--- src/rtl/mem_stage_lsu.sv ---
// Memory stage LSU: accepts EX instructions, runs a req/ack transaction to
// data memory for loads/stores, stalls upstream while busy, and retires
// every instruction to WB as a registered one-cycle pulse.
module mem_stage_lsu #(
  parameter int TIMEOUT = 64
) (
  input  logic        clk,
  input  logic        rst_n,
  input  logic        ex_valid,
  input  logic [31:0] mem_addr,
  input  logic [31:0] mem_data,
  input  logic [31:0] alu_out,
  input  logic [3:0]  reg_dest_in,
  input  logic        mem_rd,
  input  logic        mem_wr,
  input  logic        wb_en,
  output logic        stall,
  output logic        dmem_req,
  output logic        dmem_we,
  output logic [31:0] dmem_addr,
  output logic [31:0] dmem_wdata,
  input  logic        dmem_ack,
  input  logic [31:0] dmem_rdata,
  output logic        wb_valid,
  output logic        wb_we,
  output logic [3:0]  wb_dest,
  output logic [31:0] wb_data,
  output logic        err
);

  typedef enum logic {IDLE = 1'b0, ACCESS = 1'b1} state_t;

  // Counter value at which an unacknowledged access gives up.
  localparam logic [7:0] TO_LIM = 8'(TIMEOUT - 1);

  state_t      state, state_nxt;
  logic [7:0]  cnt;
  logic [3:0]  dest_q;
  logic        wben_q;
  logic        accept_pt, accept_mem, done_ack, done_to;

  // New instructions are only taken in IDLE; EX is ignored during ACCESS.
  assign accept_pt  = (state == IDLE) && ex_valid && !(mem_rd || mem_wr);
  assign accept_mem = (state == IDLE) && ex_valid &&  (mem_rd || mem_wr);
  // Ack takes priority over the timeout limit in the same cycle.
  assign done_ack   = (state == ACCESS) && dmem_ack;
  assign done_to    = (state == ACCESS) && !dmem_ack && (cnt == TO_LIM);

  // State register.
  always_ff @(posedge clk or negedge rst_n) begin
    if (!rst_n) state <= IDLE;
    else        state <= state_nxt;
  end

  // Next-state logic.
  always_comb begin
    state_nxt = state;
    case (state)
      IDLE:    if (accept_mem)           state_nxt = ACCESS;
      ACCESS:  if (done_ack || done_to)  state_nxt = IDLE;
      default:                           state_nxt = IDLE;
    endcase
  end

  // FSM outputs: both are pure functions of state.
  always_comb begin
    stall    = (state == ACCESS);
    dmem_req = (state == ACCESS);
  end

  // Latch the memory request at acceptance; held stable through ACCESS.
  // rd+wr together is treated as a store since we follows mem_wr.
  always_ff @(posedge clk or negedge rst_n) begin
    if (!rst_n) begin
      dmem_we    <= 1'b0;
      dmem_addr  <= '0;
      dmem_wdata <= '0;
      dest_q     <= '0;
      wben_q     <= 1'b0;
    end else if (accept_mem) begin
      dmem_we    <= mem_wr;
      dmem_addr  <= mem_addr;
      dmem_wdata <= mem_data;
      dest_q     <= reg_dest_in;
      wben_q     <= wb_en;
    end
  end

  // Wait counter: cleared at acceptance, counts ACCESS cycles without ack.
  always_ff @(posedge clk or negedge rst_n) begin
    if (!rst_n)                              cnt <= '0;
    else if (accept_mem)                     cnt <= '0;
    else if (state == ACCESS && !dmem_ack)   cnt <= cnt + 8'd1;
  end

  // Writeback register: single-cycle pulses, data/dest hold between pulses.
  always_ff @(posedge clk or negedge rst_n) begin
    if (!rst_n) begin
      wb_valid <= 1'b0;
      wb_we    <= 1'b0;
      wb_dest  <= '0;
      wb_data  <= '0;
      err      <= 1'b0;
    end else begin
      wb_valid <= 1'b0;
      wb_we    <= 1'b0;
      err      <= 1'b0;
      if (accept_pt) begin
        wb_valid <= 1'b1;
        wb_we    <= wb_en;
        wb_dest  <= reg_dest_in;
        wb_data  <= alu_out;
      end else if (done_ack) begin
        wb_valid <= 1'b1;
        wb_dest  <= dest_q;
        if (dmem_we) begin
          wb_we   <= 1'b0;
          wb_data <= dmem_wdata;
        end else begin
          wb_we   <= wben_q;
          wb_data <= dmem_rdata;
        end
      end else if (done_to) begin
        wb_valid <= 1'b1;
        wb_dest  <= dest_q;
        wb_data  <= '0;
        err      <= 1'b1;
      end
    end
  end

endmodule

--- config.mk ---
export PLATFORM = sky130hd
export DESIGN_NAME = mem_stage_lsu
export DESIGN_NICKNAME = d
export VERILOG_FILES = /design/src/rtl/mem_stage_lsu.sv
export SDC_FILE = /design/constraint.sdc
export NUM_CORES = 1
export LEC_CHECK = 0
export BUFFER_PORTS_ARGS = -buffer_cell sky130_fd_sc_hd__buf_2
export CORE_MARGIN = 2
export CORE_UTILIZATION = 46
export DETAILED_ROUTE_END_ITERATION = 8
export PLACE_DENSITY_LB_ADDON = 0.08
export SLEW_MARGIN = 25
export SYNTH_ARGS = -nofsm -noshare
export SYNTH_HDL_FRONTEND = slang
export SYNTH_SLANG_ARGS = --single-unit
--- constraint.sdc ---
create_clock -name clk -period 2.4 [get_ports clk]
set_input_delay 0.12 -clock clk [delete_from_list [all_inputs] [get_ports clk]]
set_output_delay 0.12 -clock clk [all_outputs]
set_load 0.02 [all_outputs]
==> results.md, run 1 <==
* Status: finished, final reports clean
* Clock skew at 0.0104 ns
* Crit path kind: flop to flop
* Syn_area_per_cell at 14.0 µm²
* Post-synth ARST share at 100%
* IR drop worst, VDD at 604 µV
* Net Count, Synth at 503
* Final WL at 15.6 mm
* GP Congestion at 0.736
* Share of cells above drive strength 1 at 49.3%
* Port Buffer Count at 244
* Element type at the critical path end: flop
* Leading cell types in the layout, fill and taps excluded: buf_2, dlygate4sd3_1, dfrtp_1, mux2_2, mux2i_1
* Most common cell after layout, fill and taps aside: buf_2
* Root Buffer Master: clkbuf_8
* Post-layout minimum cycle time at 2.34 ns
* Initial antenna violation count at 0
* Endpoints failing hold at 0
* Core area at 10,800 µm²
* # H-tree levels at 4
* Die width at 109 µm
* Row cnt at 38
* Total congestion overflow at 0
* Finish-stage setup viols at 0
* Max_cap viols at 0
* Top FF cell, synth: dfrtp_1
* Vias in the first global route at 4,884
* Slew headroom at 54.1%
* First-pass GRT wire length at 23.7 mm
* Initial DRC Count at 173
* Placed Area at 6480 µm²
* Worst-case clock buffer depth at 2
* CP required at 2.78 ns
* Mapped Area at 5100 µm²
* Synth Warn # at 0
* Max Fclk at 0.427 GHz
* Distinct cells, synth at 36
* Die Area at 11,900 µm²
* Worst-path fanout max at 23
* Detailed Place HPWL at 9.51 mm
* ANT nets after route at 0
* Filler cells at 681
* Die Ht at 109 µm
* Register area share after synthesis at 57.9%
* Critical path data arrival time at 2.72 ns
* Max-slew violation count at 0
* Num CTS Buffers at 17
* Placement Setup Slack at 0.328 ns
* Starting density of the core at 47.0%
* Power Dens Cells at 970 nW/µm²
* Drt first pass iters at 4
* Syn Inst Count at 363
* GRT Total Usage at 26.3%
* Final nets at 885
* CP Launch Type: flop
* Worst-Margin Slew at 0.688 ns
* Skew-Pair Late Insertion Delay at 0.51 ns
* Vias at 4,574
* Setup ws final at 0.0567 ns
* Worst reg2reg path depth at 7
* Finished Cell Area at 8430 µm²
* Area Overhead vs Synth at 65.5%
* Pwr Total at 0.00818 W
* Hold path cells at 4
* Via density at 5.09
* Pin count of the biggest net entering global routing at 79
* Worst min-delay path category: input port to flop
* Clock-pin slew on the worst setup and hold paths at 0.06 ns
* # clock sinks at 118
* TritonCTS clock tree: built
* WL per Instance at 17.4 µm
* Synthesis-stage register bit count at 118
* DR DRC count at 0
* Fin Setup TNS at 0 ns
* Post-route clock period utilization at 97.6%
* P_leak at 4.13 nW
* EDFF count, synth at 0
* Top Ports at 245
## report_power, final
part	switching, W	internal, W
combinational	0.00139	0.00131
clock	0.000866	0.00177
sequential	0.000333	0.00251
## worst max-delay path: stages, from the launching register on
cell           delay [ns]
dfrtp_1              0.40
ha_2                 0.24
and4b_4              0.25
a311oi_4             0.09
buf_4                0.18
buf_12               0.16
a221o_1              0.31
dlygate4sd3_1        0.58
## logic make-up (layout without fill, tap and decap cells)
group / Yosys count / in the layout / share of synthesized area (%)
compound gates: 47 / 47 / 8.47
xor+xnor: 2 / 2 / 0.344
fa+ha+maj: 1 / 1 / 0.245
buf+inv: 28 / 423 / 3.14
flops: 118 / 118 / 57.9
mux: 114 / 114 / 24.5
other cells: 0 / 1 / 0
simple gates: 53 / 53 / 5.40
## cell type report
type | instances | area (µm²) | area share [%]
sequential | 118 | 2950 | 35.0
antenna | 1 | 2.50 | 0.0297
inverter | 3 | 11.3 | 0.134
tap | 140 | 175 | 2.08
clock inverter | 8 | 145 | 1.72
timing repair buffer | 388 | 2680 | 31.8
clock buffer | 24 | 470 | 5.58
multi-input combinational | 217 | 1990 | 23.6
## worst paths after layout
kind                       slack, ns             to            from
max in group asynchronous       1.36  dmem_wdata[8]           rst_n
hold / removal                  0.05    wb_data[20]  dmem_rdata[20]
setup reg to reg                0.06     wb_data[6]          cnt[0]
setup / recovery                0.06     wb_data[6]          cnt[0]
hold reg to reg                 0.50  dmem_addr[27]   dmem_addr[27]
min in group asynchronous       0.20  dmem_addr[29]           rst_n
## repair_timing
item / 4_1_cts / 5_1_grt
gates resized for setup: 0 / 1
buffers inserted: 0 / 3
hold buffers: 131 / 0
hold endpoints to repair: 156 / 0
endpoints found under the setup margin: 0 / 15
## routing by layer
| layer | share of wire, % | wire length [µm] | vias up | GRT usage, % |
|---|---|---|---|---|
| met4 | 1.3 | 209 | 0 | 8.95 |
| li1 | - | - | 2107 | - |
| met1 | 39 | 6030 | 2229 | 29.3 |
| met5 | 0 | 0 | - | 0 |
| met3 | 8.3 | 1300 | 17 | 8.91 |
| met2 | 52 | 8070 | 221 | 47.0 |
## cells in the mapped netlist (3+ instances only)
cell type	instances	area (µm²)
o21ai_0	3	15.0
inv_1	3	11.3
dfrtp_1	118	2950
nand2_1	3	11.3
nor2_1	32	120
a21oi_1	5	25.0
or3_1	3	18.8
buf_2	14	70.1
o2bb2ai_1	4	35.0
clkbuf_1	5	18.8
a221o_1	28	280
buf_6	4	45.0
mux2_2	80	901
mux2i_1	33	330
## per-stage QoR
step	hold WS, ns	util (%)	instances
5_1_grt	0.0474	77.8	898
6_report	0.0460	77.8	899
4_1_cts	0.0147	77.6	895
3_5_place_dp	0.211	59.8	732
3_3_place_gp	0.196	59.8	732
2_1_floorplan	-0.176	-	363
## flip-flops by register name, summed over array words and instances, names as in the netlist, 4 cells and up
name / count
wb_dest: 4
dmem_addr: 32
dest_q: 4
cnt: 8
dmem_wdata: 32
wb_data: 32
No activity file was read; power rests on OpenSTA's default activity.
==> run 2, diff against run 1 <==
--- a/config.mk
+++ b/config.mk
@@ -7,7 +7,7 @@
 export LEC_CHECK = 0
 export BUFFER_PORTS_ARGS = -buffer_cell sky130_fd_sc_hd__buf_2
 export CORE_MARGIN = 2
-export CORE_UTILIZATION = 46
+export CORE_UTILIZATION = 31
 export DETAILED_ROUTE_END_ITERATION = 8
 export PLACE_DENSITY_LB_ADDON = 0.08
 export SLEW_MARGIN = 25
==> constraint.sdc (replaced) <==
create_clock -name clk -period 2.4 [get_ports clk]
set_input_delay 0.24 -clock clk [delete_from_list [all_inputs] [get_ports clk]]
set_output_delay 0.24 -clock clk [all_outputs]
set_load 0.02 [all_outputs]
==> run 2 against run 1 <==
Compared with the run above: critical path depth decreased by 2; combinational power decreased by 16%; global-route usage decreased by 9.0 points; worst hold slack improved by 0.011 ns; design area decreased by 14%; fmax increased by 23%; non-clock buffer count decreased by 131.
==> results.md, run 2 (same netlist as run 1, synthesis figures left out) <==
* Worst-case clock buffer depth at 2 (unchanged)
* Leading cell types in the layout, fill and taps excluded: buf_2, dfrtp_1, mux2_2, mux2i_1, nor2_1 (was buf_2, dlygate4sd3_1, dfrtp_1, mux2_2, mux2i_1)
* Post-route clock period utilization at 79.3% (was 97.6%)
* Worst-Margin Slew at 0.570 ns (was 0.688 ns)
* Clock skew at 0.00551 ns (was 0.0104 ns)
* ANT cells at 0 (was 1)
* Clk pwr share at 34.8% (was 32.2%)
* Crit path kind: flop to flop (unchanged)
* # clock sinks at 118 (unchanged)
* Die Ht at 132 µm (was 109 µm)
* Most common cell after layout, fill and taps aside: buf_2 (unchanged)
* ANT nets after route at 0 (unchanged)
* Starting density of the core at 31.9% (was 47.0%)
* CP Launch Type: flop (unchanged)
* Vias at 4,054 (was 4,574)
* Reg-to-reg slack, setup at 0.50 ns (was 0.06 ns)
* First-pass GRT wire length at 23.6 mm (was 23.7 mm)
* Worst min-delay path category: input port to flop (unchanged)
* Post-layout minimum cycle time at 1.90 ns (was 2.34 ns)
* Post-CTS sizing at 0 (unchanged)
* RSZ-0062 raised after global routing: no
* Placed Cells at 810 (was 732)
* Power Dens Cells at 1090 nW/µm² (was 970 nW/µm²)
* GP Congestion at 0.745 (was 0.736)
* Max-slew violation count at 0 (unchanged)
* Comb power frac at 29.0% (was 33.1%)
* Net Sw Frac at 32.2% (was 31.7%)
* DR DRC count at 0 (unchanged)
* Flop pwr share at 36.2% (was 34.7%)
* Cell Int Power at 0.00532 W (was 0.00559 W)
* Root Buffer Master: clkbuf_16 (was clkbuf_8)
* Pin count of the biggest net entering global routing at 57 (was 79)
* Skew-Pair Late Insertion Delay at 0.41 ns (was 0.51 ns)
* Num CTS Buffers at 17 (unchanged)
* Initial DRC Count at 188 (was 173)
* Share of cells above drive strength 1 at 59.8% (was 49.3%)
* Element type at the critical path end: flop (unchanged)
* Top Ports at 245 (unchanged)
* Vias in the first global route at 4,301 (was 4,884)
* Detailed Place HPWL at 10.5 mm (was 9.51 mm)
* IR drop worst, VDD at 444 µV (was 604 µV)
* P_sw at 0.00253 W (was 0.00259 W)
* Area Overhead vs Synth at 41.9% (was 65.5%)
* TritonCTS clock tree: built (unchanged)
* Max Fclk at 0.525 GHz (was 0.427 GHz)
* Critical path data arrival time at 2.20 ns (was 2.72 ns)
* Core area at 16,000 µm² (was 10,800 µm²)
* Finish-stage setup viols at 0 (unchanged)
* Worst-path fanout max at 22 (was 23)
* Fin cells at 843 (was 899)
* CP required at 2.69 ns (was 2.78 ns)
* Clock-pin slew on the worst setup and hold paths at 0.06 ns (about the same)
* Endpoints failing hold at 0 (unchanged)
* Initial antenna violation count at 0 (unchanged)
* Port Buffer Count at 244 (unchanged)
* Status: finished, final reports clean (unchanged)
* WL per Instance at 17.3 µm (was 17.4 µm)
* Row cnt at 46 (was 38)
* P_leak at 3.56 nW (was 4.13 nW)
* Max_cap viols at 0 (unchanged)
* Top flop regs: dmem_addr x32, dmem_wdata x32, wb_data x32 (unchanged)
* Die Area at 17,500 µm² (was 11,900 µm²)
* Drt first pass iters at 4 (unchanged)
* Slew headroom at 61.8% (was 54.1%)
* Fin Setup TNS at 0 ns (unchanged)
* Die width at 132 µm (was 109 µm)
* GRT Total Usage at 17.3% (was 26.3%)
* Total congestion overflow at 0 (unchanged)
* # H-tree levels at 4 (unchanged)
* Final nets at 754 (was 885)
* Finished Cell Area at 7230 µm² (was 8430 µm²)
* Via density at 4.81 (was 5.09)
* Placed Area at 6580 µm² (was 6480 µm²)
* Final WL at 14.6 mm (was 15.6 mm)
## run 2: changes by cell type in the layout (fill, tap and decap cells not counted), sizes merged
cell | before | now
clkbuf | 24 | 21
dlygate4sd3 | 131 | 1
clkinvlp | 2 | 7
clkinv | 2 | 0
buf | 257 | 256
diode | 1 | 0
## run 2: per-layer routing
metal,GRT usage (%),wire [µm],vias up
met3,6.61,1260,13
li1,-,-,1852
met4,5.91,163,0
met5,0,0,-
met2,28.1,7120,180
met1,21.1,6070,2009
## run 2: power groups by stage
stage | logic, W | registers, W | clock network, W
2_1_floorplan | 0.000845 | 0.00342 | 0
3_3_place_gp | 0.00227 | 0.00287 | 0
3_5_place_dp | 0.00231 | 0.00288 | 0
4_1_cts | 0.00231 | 0.00285 | 0.00280
5_1_grt | 0.00244 | 0.00292 | 0.00289
6_report | 0.00227 | 0.00284 | 0.00273
## run 2: repair_timing
item / in CTS / in global routing
endpoints found under the hold margin: 15 / 0
setup buffers: 0 / 0
hold buffers: 1 / 0
## run 2: metrics by stage
| step | worst slack (ns) | hold slack, ns | utilization (%) | power (W) |
|---|---|---|---|---|
| 2_1_floorplan | 0.526 | -0.0556 | - | 0.00426 |
| 3_3_place_gp | 0.543 | 0.137 | 41.1 | 0.00514 |
| 3_5_place_dp | 0.480 | 0.136 | 41.1 | 0.00518 |
| 4_1_cts | 0.464 | 0.0352 | 45.2 | 0.00796 |
| 5_1_grt | 0.357 | 0.0424 | 45.2 | 0.00826 |
| 6_report | 0.496 | 0.0571 | 45.2 | 0.00785 |
## run 2: critical path, cell delays in order (launching register included)
cell and delay [ns]:
dfrtp_1 0.40, ha_1 0.25, and4b_4 0.21, a311oi_4 0.21, buf_4 0.33, mux2_2 0.37
## run 2: cell type report
| class | count | area [µm²] |
|---|---|---|
| fill | 1553 | 8770 |
| sequential | 118 | 2950 |
| multi-input combinational | 217 | 1990 |
| timing repair buffer | 257 | 1360 |
| clock buffer | 21 | 470 |
| tap | 216 | 270 |
| clock inverter | 11 | 173 |
| inverter | 3 | 11.3 |
## run 2: final timing paths
path                          startpoint        endpoint  cells past startpoint
min in group asynchronous          rst_n  dmem_wdata[13]                      2
hold reg to reg            dmem_addr[22]   dmem_addr[22]                      1
setup / recovery                  cnt[0]     wb_data[18]                      5
hold / removal               mem_data[9]   dmem_wdata[9]                      2
max in group asynchronous          rst_n         dmem_we                      3
setup reg to reg                  cnt[0]     wb_data[18]                      5
==> run 3, diff against run 2 <==
==> constraint.sdc (replaced) <==
create_clock -name clk -period 1.81 [get_ports clk]
set_input_delay 0.181 -clock clk [delete_from_list [all_inputs] [get_ports clk]]
set_output_delay 0.181 -clock clk [all_outputs]
set_load 0.02 [all_outputs]
==> run 3 against run 2 <==
Compared with the run above: critical endpoint is now wb_data[20]; non-clock buffer count increased by 94; largest power group unchanged; global-route usage up 0.78 points; fmax increased by 9.9%; design area increased by 12%; via count is 6.7% higher; clock skew is 0.0027 ns higher; sequential power rose by 33%; register-to-register slack worse by 0.42 ns; flip-flop and latch count is the same; final cell count grew 11%; total power grew 28%.
==> results.md, run 3 (same netlist as run 1, synthesis figures left out) <==
* Status: finished, final reports clean (unchanged)
* Filler cells at 1,470 (was 1,553)
* RSZ-0062 raised after global routing: no (unchanged)
* Area of the multi-input gates at 1990 µm² (about the same)
* Max-slew violation count at 0 (unchanged)
* Crit-path leading delay family: flip-flops (unchanged)
* # clock sinks at 118 (unchanged)
* Top flop regs: dmem_addr x32, dmem_wdata x32, wb_data x32 (unchanged)
* GRT Total Usage at 18.0% (was 17.3%)
* Post-layout minimum cycle time at 1.73 ns (was 1.90 ns)
* Worst-path fanout max at 14 (was 22)
* Worst-case clock buffer depth at 2 (unchanged)
* Initial antenna violation count at 0 (unchanged)
* GP Congestion at 0.831 (was 0.745)
* Worst reg2reg path depth at 5 (unchanged)
* Drt first pass iters at 4 (unchanged)
* Root Buffer Master: clkbuf_16 (unchanged)
* Finish-stage setup viols at 0 (unchanged)
* Clock-pin slew on the worst setup and hold paths at 0.05 ns (was 0.06 ns)
* Final WL at 15.5 mm (was 14.6 mm)
* Most common cell after layout, fill and taps aside: buf_2 (unchanged)
* Finished Cell Area at 8080 µm² (was 7230 µm²)
* Hold path cells at 2 (unchanged)
* # H-tree levels at 4 (unchanged)
* Critical R2R Capture: wb_data[20] (was wb_data[18])
* Critical path data arrival time at 2.02 ns (was 2.20 ns)
* Share of cells above drive strength 1 at 53.3% (was 59.8%)
* Final nets at 848 (was 754)
* ANT cells at 0 (unchanged)
* Sequential Area at 2960 µm² (was 2950 µm²)
* Max Fclk at 0.577 GHz (was 0.525 GHz)
* Endpoints failing hold at 0 (unchanged)
* ANT nets after route at 0 (unchanged)
* Power Dens Cells at 1240 nW/µm² (was 1090 nW/µm²)
* Starting density of the core at 31.9% (unchanged)
* Initial DRC Count at 145 (was 188)
* Pin count of the biggest net entering global routing at 119 (was 57)
* Core area at 16,000 µm² (unchanged)
* Clock skew at 0.00818 ns (was 0.00551 ns)
* TritonCTS clock tree: built (unchanged)
* DR DRC count at 0 (unchanged)
* Die Area at 17,500 µm² (unchanged)
* Worst-Margin Slew at 0.669 ns (was 0.570 ns)
* Via density at 4.62 (was 4.81)
* Fin Setup TNS at 0 ns (unchanged)
* First-pass GRT wire length at 24.8 mm (was 23.6 mm)
* Skew-Pair Late Insertion Delay at 0.41 ns (about the same)
* Reg-to-reg slack, setup at 0.08 ns (was 0.50 ns)
* P_leak at 3.95 nW (was 3.56 nW)
* Die width at 132 µm (unchanged)
* WL per Instance at 16.6 µm (was 17.3 µm)
* Slowest-stage cell, CP: dfrtp_1 (unchanged)
* Slew headroom at 55.4% (was 61.8%)
* CP bufs+invs at 1 (unchanged)
* Top Ports at 245 (unchanged)
* Vias in the first global route at 4,768 (was 4,301)
* Max_cap viols at 0 (unchanged)
* Setup bufs post-CTS at 0 (unchanged)
* Element type at the critical path end: flop (unchanged)
* Min-Delay Endpoint: wb_we (was dmem_wdata[9])
* Cell breakdown of the critical path: ha_2, and4b_4, a311oi_4, buf_12, mux2_2 (was ha_1, and4b_4, a311oi_4, buf_4, mux2_2)
* Placed Area at 6720 µm² (was 6580 µm²)
* Hold Crit Start: wb_en (was mem_data[9])
* Vias at 4,326 (was 4,054)
* Post-route clock period utilization at 95.7% (was 79.3%)
* CP Launch Type: flop (unchanged)
* Crit path kind: flop to flop (unchanged)
* Num CTS Buffers at 17 (unchanged)
* Area Overhead vs Synth at 58.6% (was 41.9%)
* Highest cell delay on the worst timing path at 0.39 ns (was 0.40 ns)
* Die Ht at 132 µm (unchanged)
* Total congestion overflow at 0 (unchanged)
* IR drop worst, VDD at 649 µV (was 444 µV)
* Leading cell types in the layout, fill and taps excluded: buf_2, dfrtp_1, dlygate4sd3_1, mux2_2, mux2i_1 (was buf_2, dfrtp_1, mux2_2, mux2i_1, nor2_1)
* Worst min-delay path category: input port to flop (unchanged)
* Row cnt at 46 (unchanged)
* Reg2reg start: cnt[1] (was cnt[0])
* Port Buffer Count at 244 (unchanged)
* Detailed Place HPWL at 10.6 mm (was 10.5 mm)
* CP required at 2.10 ns (was 2.69 ns)
run 3: changes by cell type in the layout (fill, tap and decap cells not counted), sizes merged:
cell         previous run  this run
clkinv                  0         4
dlygate4sd3             1        81
bufinv                  4         0
clkbuf                 21        29
buf                   256       269
clkinvlp                7         0
run 3: repair_timing:
item | CTS | global route
hold buffers | 81 | 0
resized for setup | 0 | 2
endpoints found under the hold margin | 198 | 0
endpoints found under the setup margin | 0 | 16
run 3: final cells by class:
type | count | share of cell area [%]
clock buffer | 28 | 6.15
clock inverter | 4 | 0.248
inverter | 3 | 0.139
multi-input combinational | 217 | 24.7
sequential | 118 | 36.6
tap | 216 | 3.34
timing repair buffer | 351 | 28.9
run 3: worst max path at each step:
stage                     cells after the start      from  slack [ns]          end
after floorplan                               5    cnt[0]       -0.06   wb_dest[2]
after global placement                        4  dmem_req        0.07   wb_dest[2]
after detailed placement                      4  dmem_req        0.03   wb_dest[2]
after CTS                                     4  dmem_req        0.04   wb_dest[2]
after global routing                          5    cnt[1]       0.003   wb_dest[3]
final                                         5    cnt[1]        0.08  wb_data[20]
run 3: power by group:
part	switching [W]	total, W	leakage [nW]	internal (W)
clock	0.00112	0.00297	0.256	0.00185
sequential	0.000438	0.00377	1.43	0.00333
combinational	0.00176	0.00330	2.27	0.00153
run 3: routing by layer:
metal  vias up  GRT usage (%)  wire length (µm)  part of all wire, %
li1       2035              -                 -                    -
met1      2082           21.4              6530                   42
met2       185           31.2              7690                   50
met3        24           4.96               973                  6.3
met4         0           6.93               323                  2.1
met5         -              0                 0                    0
run 3: through the flow:
stage	instances	total power (W)	util (%)	hold slack [ns]	worst slack, ns
final	937	0.0100	50.5	0.0108	0.0784
after global routing	937	0.0106	50.5	0.00216	0.00291
after CTS	936	0.0101	50.3	0.0000622	0.0418
after detailed placement	823	0.00697	42.0	0.340	0.0335
after global placement	823	0.00692	42.0	0.336	0.0729
after floorplan	363	0.00566	-	-0.115	-0.0615
